--- src/rtl/arc4_pkg.sv ---
// Shared types and defaults for the ARC4 stage sequencer.
// Define ARC4_SCHED_TIMEOUT_EN to include the StErr state.
package arc4_pkg;

  localparam int unsigned DefAddrW = 8;
  localparam int unsigned DefDataW = 8;

  typedef enum logic [2:0] {
    StIdle,
    StGoInit,
    StRunInit,
    StGoKsa,
    StRunKsa,
    StGoPrga,
    StRunPrga
`ifdef ARC4_SCHED_TIMEOUT_EN
    , StErr
`endif
  } sched_state_t;

  typedef enum logic [1:0] {
    OWN_NONE,
    OWN_INIT,
    OWN_KSA,
    OWN_PRGA
  } owner_t;

  function automatic logic is_go(sched_state_t s);
    return (s == StGoInit) || (s == StGoKsa) || (s == StGoPrga);
  endfunction

endpackage

--- src/rtl/arc4_sched_if.sv ---
// Handshake and S-memory bus between the sequencer, its stages and the wrapper.
interface arc4_sched_if
  import arc4_pkg::*;
#(
  parameter int unsigned ADDR_W = DefAddrW,
  parameter int unsigned DATA_W = DefDataW
) ();

  logic              en;
  logic              rdy;
  owner_t            stage;
  logic              err;
  logic              init_en, ksa_en, prga_en;
  logic              init_rdy, ksa_rdy, prga_rdy;
  logic [ADDR_W-1:0] init_addr, ksa_addr, prga_addr;
  logic [DATA_W-1:0] init_wrdata, ksa_wrdata, prga_wrdata;
  logic              init_wren, ksa_wren, prga_wren;
  logic [ADDR_W-1:0] mem_addr;
  logic [DATA_W-1:0] mem_wrdata;
  logic              mem_wren;

  modport master (
    output en, init_rdy, ksa_rdy, prga_rdy,
    output init_addr, ksa_addr, prga_addr,
    output init_wrdata, ksa_wrdata, prga_wrdata,
    output init_wren, ksa_wren, prga_wren,
    input  rdy, stage, err, init_en, ksa_en, prga_en,
    input  mem_addr, mem_wrdata, mem_wren
  );

  modport slave (
    input  en, init_rdy, ksa_rdy, prga_rdy,
    input  init_addr, ksa_addr, prga_addr,
    input  init_wrdata, ksa_wrdata, prga_wrdata,
    input  init_wren, ksa_wren, prga_wren,
    output rdy, stage, err, init_en, ksa_en, prga_en,
    output mem_addr, mem_wrdata, mem_wren
  );

endinterface

--- src/rtl/arc4_mem_mux.sv ---
// Combinational S-memory port mux; only the owning stage reaches the memory.
module arc4_mem_mux
  import arc4_pkg::*;
#(
  parameter int unsigned ADDR_W = DefAddrW,
  parameter int unsigned DATA_W = DefDataW
) (
  input  owner_t            owner_i,
  input  logic [ADDR_W-1:0] init_addr_i,
  input  logic [DATA_W-1:0] init_wrdata_i,
  input  logic              init_wren_i,
  input  logic [ADDR_W-1:0] ksa_addr_i,
  input  logic [DATA_W-1:0] ksa_wrdata_i,
  input  logic              ksa_wren_i,
  input  logic [ADDR_W-1:0] prga_addr_i,
  input  logic [DATA_W-1:0] prga_wrdata_i,
  input  logic              prga_wren_i,
  output logic [ADDR_W-1:0] mem_addr_o,
  output logic [DATA_W-1:0] mem_wrdata_o,
  output logic              mem_wren_o
);

  always_comb begin
    mem_addr_o   = '0;
    mem_wrdata_o = '0;
    mem_wren_o   = 1'b0;
    unique case (owner_i)
      OWN_NONE: ;
      OWN_INIT: begin
        mem_addr_o   = init_addr_i;
        mem_wrdata_o = init_wrdata_i;
        mem_wren_o   = init_wren_i;
      end
      OWN_KSA: begin
        mem_addr_o   = ksa_addr_i;
        mem_wrdata_o = ksa_wrdata_i;
        mem_wren_o   = ksa_wren_i;
      end
      OWN_PRGA: begin
        mem_addr_o   = prga_addr_i;
        mem_wrdata_o = prga_wrdata_i;
        mem_wren_o   = prga_wren_i;
      end
    endcase
  end

endmodule

--- src/rtl/arc4_sched.sv ---
// ARC4 sequencer: runs init, ksa, prga in order and grants the S memory to one stage at a time.
// Define ARC4_SCHED_TIMEOUT_EN to add a per-stage busy timeout with a sticky error state.
module arc4_sched
  import arc4_pkg::*;
#(
  parameter int unsigned ADDR_W  = DefAddrW,
  parameter int unsigned DATA_W  = DefDataW,
  parameter int unsigned TIMEOUT = 4096
) (
  input  logic        clk,
  input  logic        rst_n,
  arc4_sched_if.slave bus
);

  sched_state_t state_q, state_d;
  logic         first_q, first_d;
  owner_t       owner;
  logic         timeout;

  always_ff @(posedge clk or negedge rst_n) begin
    if (!rst_n) begin
      state_q <= StIdle;
      first_q <= 1'b0;
    end else begin
      state_q <= state_d;
      first_q <= first_d;
    end
  end

  always_comb begin
    state_d      = state_q;
    bus.init_en  = 1'b0;
    bus.ksa_en   = 1'b0;
    bus.prga_en  = 1'b0;
    unique case (state_q)
      StIdle:    if (bus.en) state_d = StGoInit;
      StGoInit: begin
        bus.init_en = bus.init_rdy;
        if (bus.init_rdy) state_d = StRunInit;
      end
      // A stage still shows its pre-start rdy during the first run cycle.
      StRunInit: if (!first_q && bus.init_rdy) state_d = StGoKsa;
      StGoKsa: begin
        bus.ksa_en = bus.ksa_rdy;
        if (bus.ksa_rdy) state_d = StRunKsa;
      end
      StRunKsa:  if (!first_q && bus.ksa_rdy) state_d = StGoPrga;
      StGoPrga: begin
        bus.prga_en = bus.prga_rdy;
        if (bus.prga_rdy) state_d = StRunPrga;
      end
      StRunPrga: if (!first_q && bus.prga_rdy) state_d = StIdle;
`ifdef ARC4_SCHED_TIMEOUT_EN
      StErr:     state_d = StErr;
`endif
      default:   state_d = StIdle;
    endcase
    if (timeout) state_d = sched_state_t'(StIdle + 3'd7);
  end

  assign first_d = is_go(state_q) && (state_d != state_q);

  always_comb begin
    unique case (state_q)
      StGoInit, StRunInit: owner = OWN_INIT;
      StGoKsa, StRunKsa:   owner = OWN_KSA;
      StGoPrga, StRunPrga: owner = OWN_PRGA;
      default:             owner = OWN_NONE;
    endcase
  end

  assign bus.rdy   = (state_q == StIdle);
  assign bus.stage = owner;

`ifdef ARC4_SCHED_TIMEOUT_EN
  localparam int unsigned CntW = $clog2(TIMEOUT + 1);

  logic [CntW-1:0] cnt_q, cnt_d;

  assign timeout = (owner != OWN_NONE) && (cnt_q + CntW'(1) == CntW'(TIMEOUT));

  always_comb begin
    cnt_d = cnt_q;
    if (is_go(state_d) && (state_d != state_q)) cnt_d = '0;
    else if (owner != OWN_NONE)                 cnt_d = cnt_q + CntW'(1);
  end

  always_ff @(posedge clk or negedge rst_n) begin
    if (!rst_n) cnt_q <= '0;
    else        cnt_q <= cnt_d;
  end

  assign bus.err = (state_q == StErr);
`else
  assign timeout = 1'b0;
  assign bus.err = 1'b0;
`endif

  arc4_mem_mux #(
    .ADDR_W (ADDR_W),
    .DATA_W (DATA_W)
  ) u_mem_mux (
    .owner_i       (owner),
    .init_addr_i   (bus.init_addr),
    .init_wrdata_i (bus.init_wrdata),
    .init_wren_i   (bus.init_wren),
    .ksa_addr_i    (bus.ksa_addr),
    .ksa_wrdata_i  (bus.ksa_wrdata),
    .ksa_wren_i    (bus.ksa_wren),
    .prga_addr_i   (bus.prga_addr),
    .prga_wrdata_i (bus.prga_wrdata),
    .prga_wren_i   (bus.prga_wren),
    .mem_addr_o    (bus.mem_addr),
    .mem_wrdata_o  (bus.mem_wrdata),
    .mem_wren_o    (bus.mem_wren)
  );

endmodule

--- src/flat_wrapper.sv ---
// flat-port wrapper written by rule: the top's interface ports become plain ports
module arc4_sched_flat import arc4_pkg::*;
#(
  parameter int unsigned ADDR_W  = DefAddrW,
  parameter int unsigned DATA_W  = DefDataW,
  parameter int unsigned TIMEOUT = 4096
)
  (clk, rst_n, bus_en, bus_init_rdy, bus_ksa_rdy, bus_prga_rdy, bus_init_addr, bus_ksa_addr, bus_prga_addr, bus_init_wrdata, bus_ksa_wrdata, bus_prga_wrdata, bus_init_wren, bus_ksa_wren, bus_prga_wren, bus_rdy, bus_stage, bus_err, bus_init_en, bus_ksa_en, bus_prga_en, bus_mem_addr, bus_mem_wrdata, bus_mem_wren);
  arc4_sched_if #(.ADDR_W(ADDR_W), .DATA_W(DATA_W)) bus_i ();
  input  logic clk;
  input  logic rst_n;
  input wire logic [$bits(bus_i.en)-1:0] bus_en;
  input wire logic [$bits(bus_i.init_rdy)-1:0] bus_init_rdy;
  input wire logic [$bits(bus_i.ksa_rdy)-1:0] bus_ksa_rdy;
  input wire logic [$bits(bus_i.prga_rdy)-1:0] bus_prga_rdy;
  input wire logic [$bits(bus_i.init_addr)-1:0] bus_init_addr;
  input wire logic [$bits(bus_i.ksa_addr)-1:0] bus_ksa_addr;
  input wire logic [$bits(bus_i.prga_addr)-1:0] bus_prga_addr;
  input wire logic [$bits(bus_i.init_wrdata)-1:0] bus_init_wrdata;
  input wire logic [$bits(bus_i.ksa_wrdata)-1:0] bus_ksa_wrdata;
  input wire logic [$bits(bus_i.prga_wrdata)-1:0] bus_prga_wrdata;
  input wire logic [$bits(bus_i.init_wren)-1:0] bus_init_wren;
  input wire logic [$bits(bus_i.ksa_wren)-1:0] bus_ksa_wren;
  input wire logic [$bits(bus_i.prga_wren)-1:0] bus_prga_wren;
  output wire logic [$bits(bus_i.rdy)-1:0] bus_rdy;
  output wire logic [$bits(bus_i.stage)-1:0] bus_stage;
  output wire logic [$bits(bus_i.err)-1:0] bus_err;
  output wire logic [$bits(bus_i.init_en)-1:0] bus_init_en;
  output wire logic [$bits(bus_i.ksa_en)-1:0] bus_ksa_en;
  output wire logic [$bits(bus_i.prga_en)-1:0] bus_prga_en;
  output wire logic [$bits(bus_i.mem_addr)-1:0] bus_mem_addr;
  output wire logic [$bits(bus_i.mem_wrdata)-1:0] bus_mem_wrdata;
  output wire logic [$bits(bus_i.mem_wren)-1:0] bus_mem_wren;
  assign bus_i.en = bus_en;
  assign bus_i.init_rdy = bus_init_rdy;
  assign bus_i.ksa_rdy = bus_ksa_rdy;
  assign bus_i.prga_rdy = bus_prga_rdy;
  assign bus_i.init_addr = bus_init_addr;
  assign bus_i.ksa_addr = bus_ksa_addr;
  assign bus_i.prga_addr = bus_prga_addr;
  assign bus_i.init_wrdata = bus_init_wrdata;
  assign bus_i.ksa_wrdata = bus_ksa_wrdata;
  assign bus_i.prga_wrdata = bus_prga_wrdata;
  assign bus_i.init_wren = bus_init_wren;
  assign bus_i.ksa_wren = bus_ksa_wren;
  assign bus_i.prga_wren = bus_prga_wren;
  assign bus_rdy = bus_i.rdy;
  assign bus_stage = bus_i.stage;
  assign bus_err = bus_i.err;
  assign bus_init_en = bus_i.init_en;
  assign bus_ksa_en = bus_i.ksa_en;
  assign bus_prga_en = bus_i.prga_en;
  assign bus_mem_addr = bus_i.mem_addr;
  assign bus_mem_wrdata = bus_i.mem_wrdata;
  assign bus_mem_wren = bus_i.mem_wren;
  arc4_sched #(.ADDR_W(ADDR_W), .DATA_W(DATA_W), .TIMEOUT(TIMEOUT)) u_core (.clk(clk), .rst_n(rst_n), .bus(bus_i));
endmodule
--- config.mk ---
export PLATFORM = sky130hd
export DESIGN_NAME = arc4_sched_flat
export DESIGN_NICKNAME = d
export VERILOG_FILES = /design/src/rtl/arc4_pkg.sv /design/src/rtl/arc4_sched_if.sv /design/src/rtl/arc4_mem_mux.sv /design/src/rtl/arc4_sched.sv /design/src/flat_wrapper.sv
export SDC_FILE = /design/constraint.sdc
export NUM_CORES = 1
export LEC_CHECK = 0
export ABC_AREA = 1
export CAP_MARGIN = 20
export CORE_MARGIN = 2
export CORE_UTILIZATION = 25
export DETAILED_ROUTE_END_ITERATION = 7
export DONT_BUFFER_PORTS = 1
export MAX_ROUTING_LAYER = met4
export REMOVE_ABC_BUFFERS = 1
export SLEW_MARGIN = 20
export SYNTH_ARGS = -nofsm -noshare
export SYNTH_HDL_FRONTEND = slang
export SYNTH_SLANG_ARGS = --single-unit
--- constraint.sdc ---
create_clock -name clk -period 3.4 [get_ports clk]
set_clock_uncertainty 0.05 [all_clocks]
set_input_delay 0.68 -clock clk [delete_from_list [all_inputs] [get_ports clk]]
set_output_delay 0.68 -clock clk [all_outputs]
set_load 0.05 [all_outputs]
==> qor.csv, run 1 <==
stage;metric;value;unit
run_status;run status;finished, final reports clean;
sta;f_max;0.381;GHz
sta;slew margin rel.;56.9;%
cts;clock tree buffer depth;2;
global_route;grt total ovfl;0;
global_route;GRT Max-Usage Layer;met2;
worst_setup_path;CP Data Arrival Time;1.90;ns
worst_setup_path;type of origin of the critical path;flop;
synth;synthesized instance count;134;
sta;Final Setup Violations;0;
detailed_routing;DRT Pass-1 Iters;4;
detailed_routing;WL/cell;11.8;um
cts;worst skew pair latency;0.24;ns
synth;post-synthesis cell area;686;um^2
synth;Unique masters post-synth;19;
cells_and_area;commonest non-fill, non-tap cell in the layout;nand2_1;
worst_setup_path;R2R Path End;u_core.first_q$_DFF_PN0_;
cells_and_area;diode count;0;
cells_and_area;fill cell count;295;
die;Core Region;2540;um^2
worst_setup_path;CP top delay family;simple AND/OR/NAND/NOR gates;
cells_and_area;FF/Latch Area;100;um^2
die;DIE WIDTH;56.4;um
sta;TNS Setup;0;ns
global_route;first-pass GRT wire length;3.04;mm
die;site row count;18;
worst_setup_path;Crit Path Category;flop to output pin;
detailed_routing;final wirelength;1.94;mm
global_route;M1 GR Usage;13.7;%
placed_design;gpl congestion;0.821;
cts;H-Tree Depth;1;
global_route;vias in the first global route;696;
worst_setup_path;WP buf/inv;2;
die;die area;3180;um^2
cts;Reg clk slew, reported paths;0.04;ns
cts;CTS tree;yes;
synth;sequential area share after synthesis;14.6;%
sta;Worst Tran Pin Value;0.644;ns
worst_setup_path;CP cell instances;inv_2 > nor2_4 > inv_2 > o21ai_4 > nand2_1 > nand3_1;
cells_and_area;commonest cells after routing, fill and taps aside;nand2_1, nand3_1, inv_1, nor2_1, dfrtp_1;
cts;hold_buf cts;0;
die;IO Pins;81;
global_route;total track usage;12.5;%
placed_design;DP Wirelength;1.66;mm
detailed_routing;Avg Vias per Cell;5.00;
worst_setup_path;Reg-to-Reg Start;u_core.state_q[2]$_DFF_PN0_;
synth;Synth Register Bits;4;
cts;CTS resizes;0;
worst_setup_path;depth of the most critical reg-to-reg path;8;
detailed_routing;First DRT Iteration DRCs;43;
worst_setup_path;CP max stage cell;dfrtp_1;
worst_setup_path;Crit path required time;2.67;ns
detailed_routing;DRC;0;
cts;Inserted Clock Buffers;3;
worst_setup_path;Crit Path Max Fanout;17;
cts;CTS Sinks;4;
synth;Avg Synthesized Cell Area;5.12;um^2
cts;post-CTS setup buffers;0;
die;chip height;56.4;um
placed_design;IO Port Bufs;0;
global_route;met3 usage;2.30;%
global_route;initial antenna violation count;0;
worst_setup_path;Worst path max stage delay;0.47;ns
cells_and_area;P&R area growth vs syn;5.29;%
global_route;GRT met2 Usage;21.7;%
cells_and_area;Final Core Density;28.4;%
global_route;largest net degree at the start of global routing;18;
sta;unrepaired setup endpoints after global routing;no;
sta;post-route clock period utilization;77.2;%
synth;Syn. warnings;0;
worst_setup_path;R2R setup slack;1.78;ns
worst_setup_path;CP Capture Type;output pin;
sta;worst hold margin;0.0840;ns
sta;Max Slew Vio Count;0;
cells_and_area;share of cells above drive strength 1;11.2;%
run;maxcap violations;0;
worst_setup_path;cell mode on critical path;inv_2;
sta;Final Hold Vio Count;0;
cts;Root Buffer;clkbuf_4;
detailed_routing;ANT nets after route;0;
sta;fin crit period;2.63;ns
worst_hold_path;path category of the worst min-delay check;input pin to asynchronous set/reset pin;
cells_and_area;area of the multi-input gates;502;um^2
die;Initial Util;26.9;%
detailed_routing;total number of vias;820;
cells_and_area;nets;193;
==> worst max path at each step <==
| stage | end | slack [ns] | start | depth (start not counted) |
|---|---|---|---|---|
| 2_1_floorplan | bus_rdy | 1.08 | u_core.state_q[2]$_DFF_PN0_ | 1 |
| 3_3_place_gp | bus_mem_addr[2] | 1.02 | u_core.state_q[0]$_DFF_PN0_ | 6 |
| 3_5_place_dp | bus_mem_wrdata[1] | 1.03 | u_core.state_q[0]$_DFF_PN0_ | 6 |
| 4_1_cts | bus_mem_wrdata[1] | 0.78 | u_core.state_q[0]$_DFF_PN0_ | 6 |
| 5_1_grt | bus_mem_wrdata[2] | 0.61 | u_core.state_q[0]$_DFF_PN0_ | 6 |
| 6_report | bus_mem_wrdata[1] | 0.77 | u_core.state_q[0]$_DFF_PN0_ | 6 |
==> Yosys cell counts (all sizes together) <==
| cell | count | share of area [%] |
|---|---|---|
| o21a | 1 | 1.1 |
| inv | 12 | 6.6 |
| nor3 | 1 | 0.73 |
| nand3 | 26 | 19 |
| conb | 1 | 0.55 |
| buf | 5 | 5.7 |
| nand2 | 70 | 39 |
| dfrtp | 4 | 15 |
| or2 | 1 | 0.91 |
| o21ai | 3 | 3.8 |
| nand4 | 2 | 1.8 |
| nor2 | 8 | 5.8 |
==> flip-flops by register name, summed over array words and instances (netlist names) <==
register / cells
u_core.state_q: 3
u_core.first_q: 1
==> per-stage QoR <==
| step | setup slack, ns | std cells | area, um^2 |
|---|---|---|---|
| after global placement | 1.02 | 161 | 699 |
| after detailed placement | 1.03 | 161 | 699 |
| after global routing | 0.605 | 164 | 722 |
| after floorplan | 1.08 | 129 | 647 |
| after CTS | 0.776 | 164 | 722 |
| final | 0.775 | 164 | 722 |
==> cell type report <==
cell class                      instances  share of cell area (%)
Timing Repair Buffer                    2                    2.08
Sequential cell                         4                    13.9
Multi-Input combinational cell        113                    69.5
Inverter                               12                    6.24
Tap cell                               30                    5.20
Clock buffer                            3                    3.12
==> worst reg2reg max path: cells and delay by family, from the launching register on <==
family                 cells  cell delay (ns)
DFF                        1             0.61
buffers and inverters      3             0.38
and+or+nand+nor            4             0.33
AOI/OAI and AO/OA          1             0.15
==> cells by family after synthesis <==
logic type | after synthesis | synth area share, %
DFF | 4 | 14.6
buffers and inverters | 17 | 12.2
AOI/OAI and AO/OA | 4 | 4.93
and+or+nand+nor | 108 | 67.7
other | 1 | 0.547
==> routing by layer <==
| layer | up-vias | share of wire [%] |
|---|---|---|
| met3 | 3 | 7.7 |
| met1 | 348 | 38 |
| li1 | 419 | - |
| met2 | 50 | 54 |
| met5 | - | 0 |
| met4 | 0 | 1.1 |
Power of run 1 is not shown: default switching activity piles up to over one toggle a cycle in this logic, so the estimate is an artifact.
==> run 2, diff against run 1 <==
==> constraint.sdc (replaced) <==
create_clock -name clk -period 2.6 [get_ports clk]
set_clock_uncertainty 0.05 [all_clocks]
set_input_delay 0.52 -clock clk [delete_from_list [all_inputs] [get_ports clk]]
set_output_delay 0.52 -clock clk [all_outputs]
set_load 0.05 [all_outputs]
==> qor.csv, run 2 (same netlist as run 1, synthesis figures left out) <==
stage;metric;value;unit;change
run_status;run status;finished, final reports clean;;
sta;unrepaired setup endpoints after global routing;no;;
die;Initial Util;26.9;%;unchanged
cells_and_area;P&R area growth vs syn;22.3;%;
cells_and_area;biggest regs;u_core.state_q x3, u_core.first_q x1;;
cts;CTS tree;yes;;
cells_and_area;commonest cells after routing, fill and taps aside;nand2_1, nand3_1, buf_4, inv_1, nor2_1;;
worst_hold_path;hold path cells;2;;
worst_setup_path;CP Data Arrival Time;1.88;ns;-0.02 ns
cts;H-Tree Depth;1;;unchanged
worst_hold_path;WHS Endpoint;u_core.state_q[2]$_DFF_PN0_;;
cts;Root Buffer;clkbuf_4;;
die;Core Region;2540;um^2;unchanged
sta;post-route clock period utilization;94.3;%;
detailed_routing;Avg Vias per Cell;4.94;;-1.2%
detailed_routing;ANT nets after route;0;;unchanged
cells_and_area;max reg flops;3;;unchanged
sta;Max Slew Vio Count;0;;unchanged
sta;TNS Setup;0;ns;unchanged
global_route;total track usage;13.6;%;+1.1 points
cells_and_area;share of cells above drive strength 1;20.1;%;+8.9 points
worst_hold_path;path category of the worst min-delay check;input pin to flop;;
detailed_routing;WL/cell;11.8;um;+0.27%
cells_and_area;most flop-heavy register;u_core.state_q;;
cells_and_area;area of the multi-input gates;502;um^2;unchanged
worst_setup_path;R2R setup slack;1.05;ns;-0.73 ns
placed_design;IO Port Bufs;0;;unchanged
sta;Final Hold Vio Count;0;;unchanged
detailed_routing;DRT Pass-1 Iters;5;;+1
sta;worst hold margin;0.459;ns;+0.375 ns
die;die area;3180;um^2;unchanged
detailed_routing;final wirelength;2.12;mm;+9.4%
worst_setup_path;CP Capture Type;output pin;;
cells_and_area;commonest non-fill, non-tap cell in the layout;nand2_1;;
cells_and_area;nets;208;;+7.8%
cts;worst skew pair latency;0.24;ns;about the same
cells_and_area;diode count;0;;unchanged
cts;clock tree buffer depth;2;;unchanged
global_route;vias in the first global route;779;;+12%
cts;Reg clk slew, reported paths;0.05;ns;about the same
global_route;grt total ovfl;0;;unchanged
worst_setup_path;R2R Path End;u_core.state_q[1]$_DFF_PN0_;;
sta;Final Setup Violations;0;;unchanged
sta;fin crit period;2.45;ns;
worst_setup_path;type of origin of the critical path;flop;;
detailed_routing;total number of vias;884;;+7.8%
worst_setup_path;Crit path required time;2.03;ns;-0.64 ns
cts;CTS Sinks;4;;unchanged
run;maxcap violations;0;;unchanged
cts;Inserted Clock Buffers;3;;unchanged
detailed_routing;DRC;0;;unchanged
sta;f_max;0.408;GHz;
cells_and_area;fill cell count;283;;-4.1%
worst_setup_path;Crit Path Max Fanout;17;;unchanged
global_route;initial antenna violation count;0;;unchanged
global_route;largest net degree at the start of global routing;18;;unchanged
cells_and_area;Design Area, Final;838;um^2;+16%
placed_design;DP Area;805;um^2;+15%
worst_hold_path;hold path startpoint;bus_ksa_rdy;;
sta;Worst Tran Pin Value;0.527;ns;-0.117 ns
die;site row count;18;;unchanged
placed_design;DP Wirelength;1.72;mm;+3.9%
cells_and_area;FF/Latch Area;101;um^2;+1.2%
global_route;first-pass GRT wire length;3.44;mm;+13%
die;DIE WIDTH;56.4;um;unchanged
worst_setup_path;Reg-to-Reg Start;u_core.state_q[0]$_DFF_PN0_;;
worst_setup_path;Crit Path Category;flop to output pin;;
die;IO Pins;81;;unchanged
placed_design;gpl congestion;0.820;;about the same
sta;slew margin rel.;64.7;%;+7.8 points
die;chip height;56.4;um;unchanged
worst_setup_path;depth of the most critical reg-to-reg path;8;;unchanged
detailed_routing;First DRT Iteration DRCs;49;;+14%
## run 2: cell types whose count changed in the layout (fill, tap and decap cells not counted), sizes merged
cell         delta
dlygate4sd3     +1
buf            +14
## run 2: timing repair
action | CTS | global route
buffers inserted | 0 | 0
hold buffers | 1 | 0
endpoints found under the setup margin | 0 | 1
gates resized for setup | 0 | 1
hold endpoints to repair | 4 | 0
## run 2: how the worst max path moves through the flow
stage | slack, ns | start | to
2_1_floorplan | 0.44 | u_core.state_q[2]$_DFF_PN0_ | bus_rdy
3_3_place_gp | 0.41 | u_core.state_q[0]$_DFF_PN0_ | bus_mem_wrdata[3]
3_5_place_dp | 0.40 | u_core.state_q[0]$_DFF_PN0_ | bus_mem_wrdata[3]
4_1_cts | 0.15 | u_core.state_q[0]$_DFF_PN0_ | bus_mem_wrdata[3]
5_1_grt | 0.02 | u_core.state_q[0]$_DFF_PN0_ | bus_mem_addr[0]
6_report | 0.15 | u_core.state_q[0]$_DFF_PN0_ | bus_mem_addr[1]
## run 2: critical path, stage by stage, from the launching register on
cell,delay [ns]
dfrtp_1,0.47
inv_2,0.08
nor2_4,0.14
inv_2,0.08
o21ai_4,0.37
nand2_1,0.09
nand3_1,0.40
## run 2: routing by layer
| metal | track usage [%] | up-vias | routed length (um) |
|---|---|---|---|
| li1 | - | 451 | - |
| met1 | 15.1 | 375 | 810 |
| met2 | 24.4 | 56 | 1120 |
| met3 | 3.46 | 2 | 173 |
| met4 | 2.72 | 0 | 14 |
| met5 | - | - | 0 |
## run 2: layout make-up
type	count	area share, %
inverters	12	5.37
multi-input cells	113	59.9
well taps	30	4.48
repair buffers	17	15.5
clock buffers	3	2.69
flip-flops and latches	4	12.1
## run 2: per-stage QoR
stage / util (%) / worst slack (ns) / std cells
after floorplan: - / 0.443 / 129
after global placement: 31.6 / 0.414 / 175
after detailed placement: 31.6 / 0.403 / 175
after CTS: 32.9 / 0.146 / 179
after global routing: 32.9 / 0.0152 / 179
final: 32.9 / 0.148 / 179
Power of run 2 is left out for the same reason.
==> run 3, diff against run 2 <==
--- a/config.mk
+++ b/config.mk
@@ -5,13 +5,13 @@
 export SDC_FILE = /design/constraint.sdc
 export NUM_CORES = 1
 export LEC_CHECK = 0
-export ABC_AREA = 1
 export CAP_MARGIN = 20
 export CORE_MARGIN = 2
 export CORE_UTILIZATION = 25
 export DETAILED_ROUTE_END_ITERATION = 7
 export DONT_BUFFER_PORTS = 1
 export MAX_ROUTING_LAYER = met4
+export PLACE_DENSITY = 0.35
 export REMOVE_ABC_BUFFERS = 1
 export SLEW_MARGIN = 20
 export SYNTH_ARGS = -nofsm -noshare
==> constraint.sdc (replaced) <==
create_clock -name clk -period 2.5 [get_ports clk]
set_clock_uncertainty 0.05 [all_clocks]
set_input_delay 0.5 -clock clk [delete_from_list [all_inputs] [get_ports clk]]
set_output_delay 0.5 -clock clk [all_outputs]
set_load 0.05 [all_outputs]
==> qor.csv, run 3 <==
stage;metric;value;unit;change
cells_and_area;nets;160;;-23%
worst_setup_path;Crit path required time;1.95;ns;-0.08 ns
worst_setup_path;type of origin of the critical path;flop;;
die;IO Pins;81;;unchanged
cts;Reg clk slew, reported paths;0.03;ns;-0.02 ns
cells_and_area;max reg flops;3;;unchanged
global_route;first-pass GRT wire length;3.17;mm;-7.8%
synth;Syn. warnings;0;;unchanged
cells_and_area;non-filler cells in the finished layout;132;;-26%
sta;post-route clock period utilization;92.7;%;
die;chip height;57.2;um;+1.4%
global_route;total track usage;12.7;%;-0.90 points
cts;Inserted Clock Buffers;3;;unchanged
placed_design;IO Port Bufs;0;;unchanged
cells_and_area;most flop-heavy register;u_core.state_q;;
cts;H-Tree Depth;1;;unchanged
synth;post-synthesis cell area;707;um^2;+3.1%
cells_and_area;P&R area growth vs syn;61.9;%;
placed_design;DP Area;1100;um^2;+37%
synth;Synth Flop Type;dfrtp_1;;
cells_and_area;Design Area, Final;1140;um^2;+37%
worst_setup_path;Crit Path Category;flop to output pin;;
synth;share of the synthesized area in the top cell type;25.5;%;-11 points
synth;count leader, synth;mux2i_1;;
synth;share of synthesized flip-flops with an asynchronous set or reset;100;%;unchanged
synth;Avg Synthesized Cell Area;8.73;um^2;+71%
die;Initial Util;26.1;%;-0.86 points
synth;synthesized instance count;81;;-40%
global_route;grt total ovfl;0;;unchanged
placed_design;DP Wirelength;1.78;mm;+3.4%
synth;top cell type by total area after synthesis;mux2i_1;;
cts;worst skew pair latency;0.24;ns;about the same
worst_setup_path;Crit Path Max Fanout;17;;unchanged
cells_and_area;fill cell count;282;;-0.35%
detailed_routing;WL/cell;15.9;um;+34%
sta;Final Setup Violations;0;;unchanged
sta;unrepaired setup endpoints after global routing;no;;
placed_design;placed instance count;128;;-27%
synth;Post-synth EDFFs;0;;unchanged
placed_design;pre-CTS WS;0.340;ns;-0.0632 ns
die;site row count;19;;+1
die;die area;3270;um^2;+2.9%
worst_hold_path;path category of the worst min-delay check;input pin to flop;;
cells_and_area;diode count;0;;unchanged
cts;CTS tree;yes;;
sta;f_max;0.431;GHz;
cells_and_area;biggest regs;u_core.state_q x3, u_core.first_q x1;;
synth;sequential area share after synthesis;14.2;%;-0.44 points
cts;Root Buffer;clkbuf_4;;
run_status;run status;finished, final reports clean;;
die;DIE WIDTH;57.2;um;+1.4%
detailed_routing;final wirelength;2.10;mm;-0.99%
sta;Max Slew Vio Count;0;;unchanged
placed_design;gpl congestion;0.690;;-16%
cts;clock tree buffer depth;2;;unchanged
sta;Final Hold Vio Count;0;;unchanged
cts;CTS Sinks;4;;unchanged
synth;Unique masters post-synth;28;;+9
synth;ranking of synthesized cells by area;mux2i_1, o2bb2ai_1, dfrtp_1;;
global_route;largest net degree at the start of global routing;30;;+12
cells_and_area;commonest non-fill, non-tap cell in the layout;mux2i_1;;
cells_and_area;FF/Latch Area;101;um^2;unchanged
synth;Commonest cells post-synth;mux2i_1, o2bb2ai_1, buf_4;;
detailed_routing;DRC;0;;unchanged
cells_and_area;commonest cells after routing, fill and taps aside;mux2i_1, o2bb2ai_1, buf_12, buf_4, nand2_1;;
sta;fin worst setup slack;0.181;ns;+0.0329 ns
detailed_routing;Avg Vias per Cell;5.62;;+14%
cells_and_area;area of the multi-input gates;561;um^2;+12%
cts;post-CTS setup buffers;0;;unchanged
worst_setup_path;CP Capture Type;output pin;;
global_route;initial antenna violation count;0;;unchanged
detailed_routing;total number of vias;742;;-16%
global_route;vias in the first global route;738;;-5.3%
detailed_routing;ANT nets after route;0;;unchanged
worst_setup_path;CP Data Arrival Time;1.77;ns;-0.11 ns
run;maxcap violations;0;;unchanged
sta;fin crit period;2.32;ns;
detailed_routing;DRT Pass-1 Iters;5;;unchanged
cells_and_area;share of cells above drive strength 1;33.7;%;+14 points
die;Core Region;2710;um^2;+6.5%
synth;Synth Register Bits;4;;unchanged
detailed_routing;First DRT Iteration DRCs;7;;-86%
[run 3: kinds of logic (layout without fill, tap and decap cells)]
group	Yosys count	after routing	synth area share, %
buffers and inverters	12	32	9.74
XOR/XNOR	2	2	3.54
flip-flops	4	4	14.2
AO/OA/AOI/OAI	27	27	32.6
other	1	1	0.530
AND/OR/NAND/NOR	17	17	14.0
multiplexers	18	18	25.5
[run 3: final cells by class]
class | instances | share of cell area, %
Multi-Input combinational cell | 65 | 49.0
Tap cell | 31 | 3.39
Clock buffer | 3 | 1.97
Inverter | 3 | 0.984
Timing Repair Buffer | 26 | 35.8
Sequential cell | 4 | 8.85
[run 3: critical path: stages, from the launching register on]
cell,delay [ns]
dfrtp_2,0.50
nand2b_1,0.22
o22ai_4,0.40
o2bb2ai_1,0.23
buf_12,0.18
[run 3: routing by layer]
metal  wire length [um]  track usage (%)  vias up
li1                   -                -      351
met1                784             14.7      334
met2               1090             20.7       55
met3                219             3.40        2
met4                 10             4.98        0
met5                  0                -        -
[run 3: timing repair]
action,in CTS,in global routing
hold endpoints to repair,4,0
resized for setup,0,2
setup endpoints to repair,0,16
hold buffers,1,0
[run 3: worst paths after layout]
| kind | startpoint | endpoint | slack [ns] | depth (start not counted) |
|---|---|---|---|---|
| min in group asynchronous | rst_n | u_core.state_q[2]$_DFF_PN0_ | 0.48 | 1 |
| worst min register to register | u_core.first_q$_DFF_PN0_ | u_core.state_q[0]$_DFF_PN0_ | 0.53 | 2 |
| max in group asynchronous | rst_n | u_core.state_q[0]$_DFF_PN0_ | 1.72 | 1 |
| worst max-delay path | u_core.state_q[0]$_DFF_PN0_ | bus_mem_wrdata[3] | 0.18 | 4 |
| worst min-delay path | bus_en | u_core.state_q[0]$_DFF_PN0_ | 0.38 | 2 |
| worst max register to register | u_core.state_q[2]$_DFF_PN0_ | u_core.state_q[0]$_DFF_PN0_ | 0.99 | 4 |
[run 3: stage by stage]
stage | utilization, % | setup TNS, ns | hold slack [ns]
2_1_floorplan | - | -3.63 | 0.154
3_3_place_gp | 40.6 | 0 | 0.154
3_5_place_dp | 40.6 | 0 | 0.154
4_1_cts | 41.8 | 0 | 0.387
5_1_grt | 42.2 | 0 | 0.402
6_report | 42.2 | 0 | 0.379
Power of run 3 is left out for the same reason.
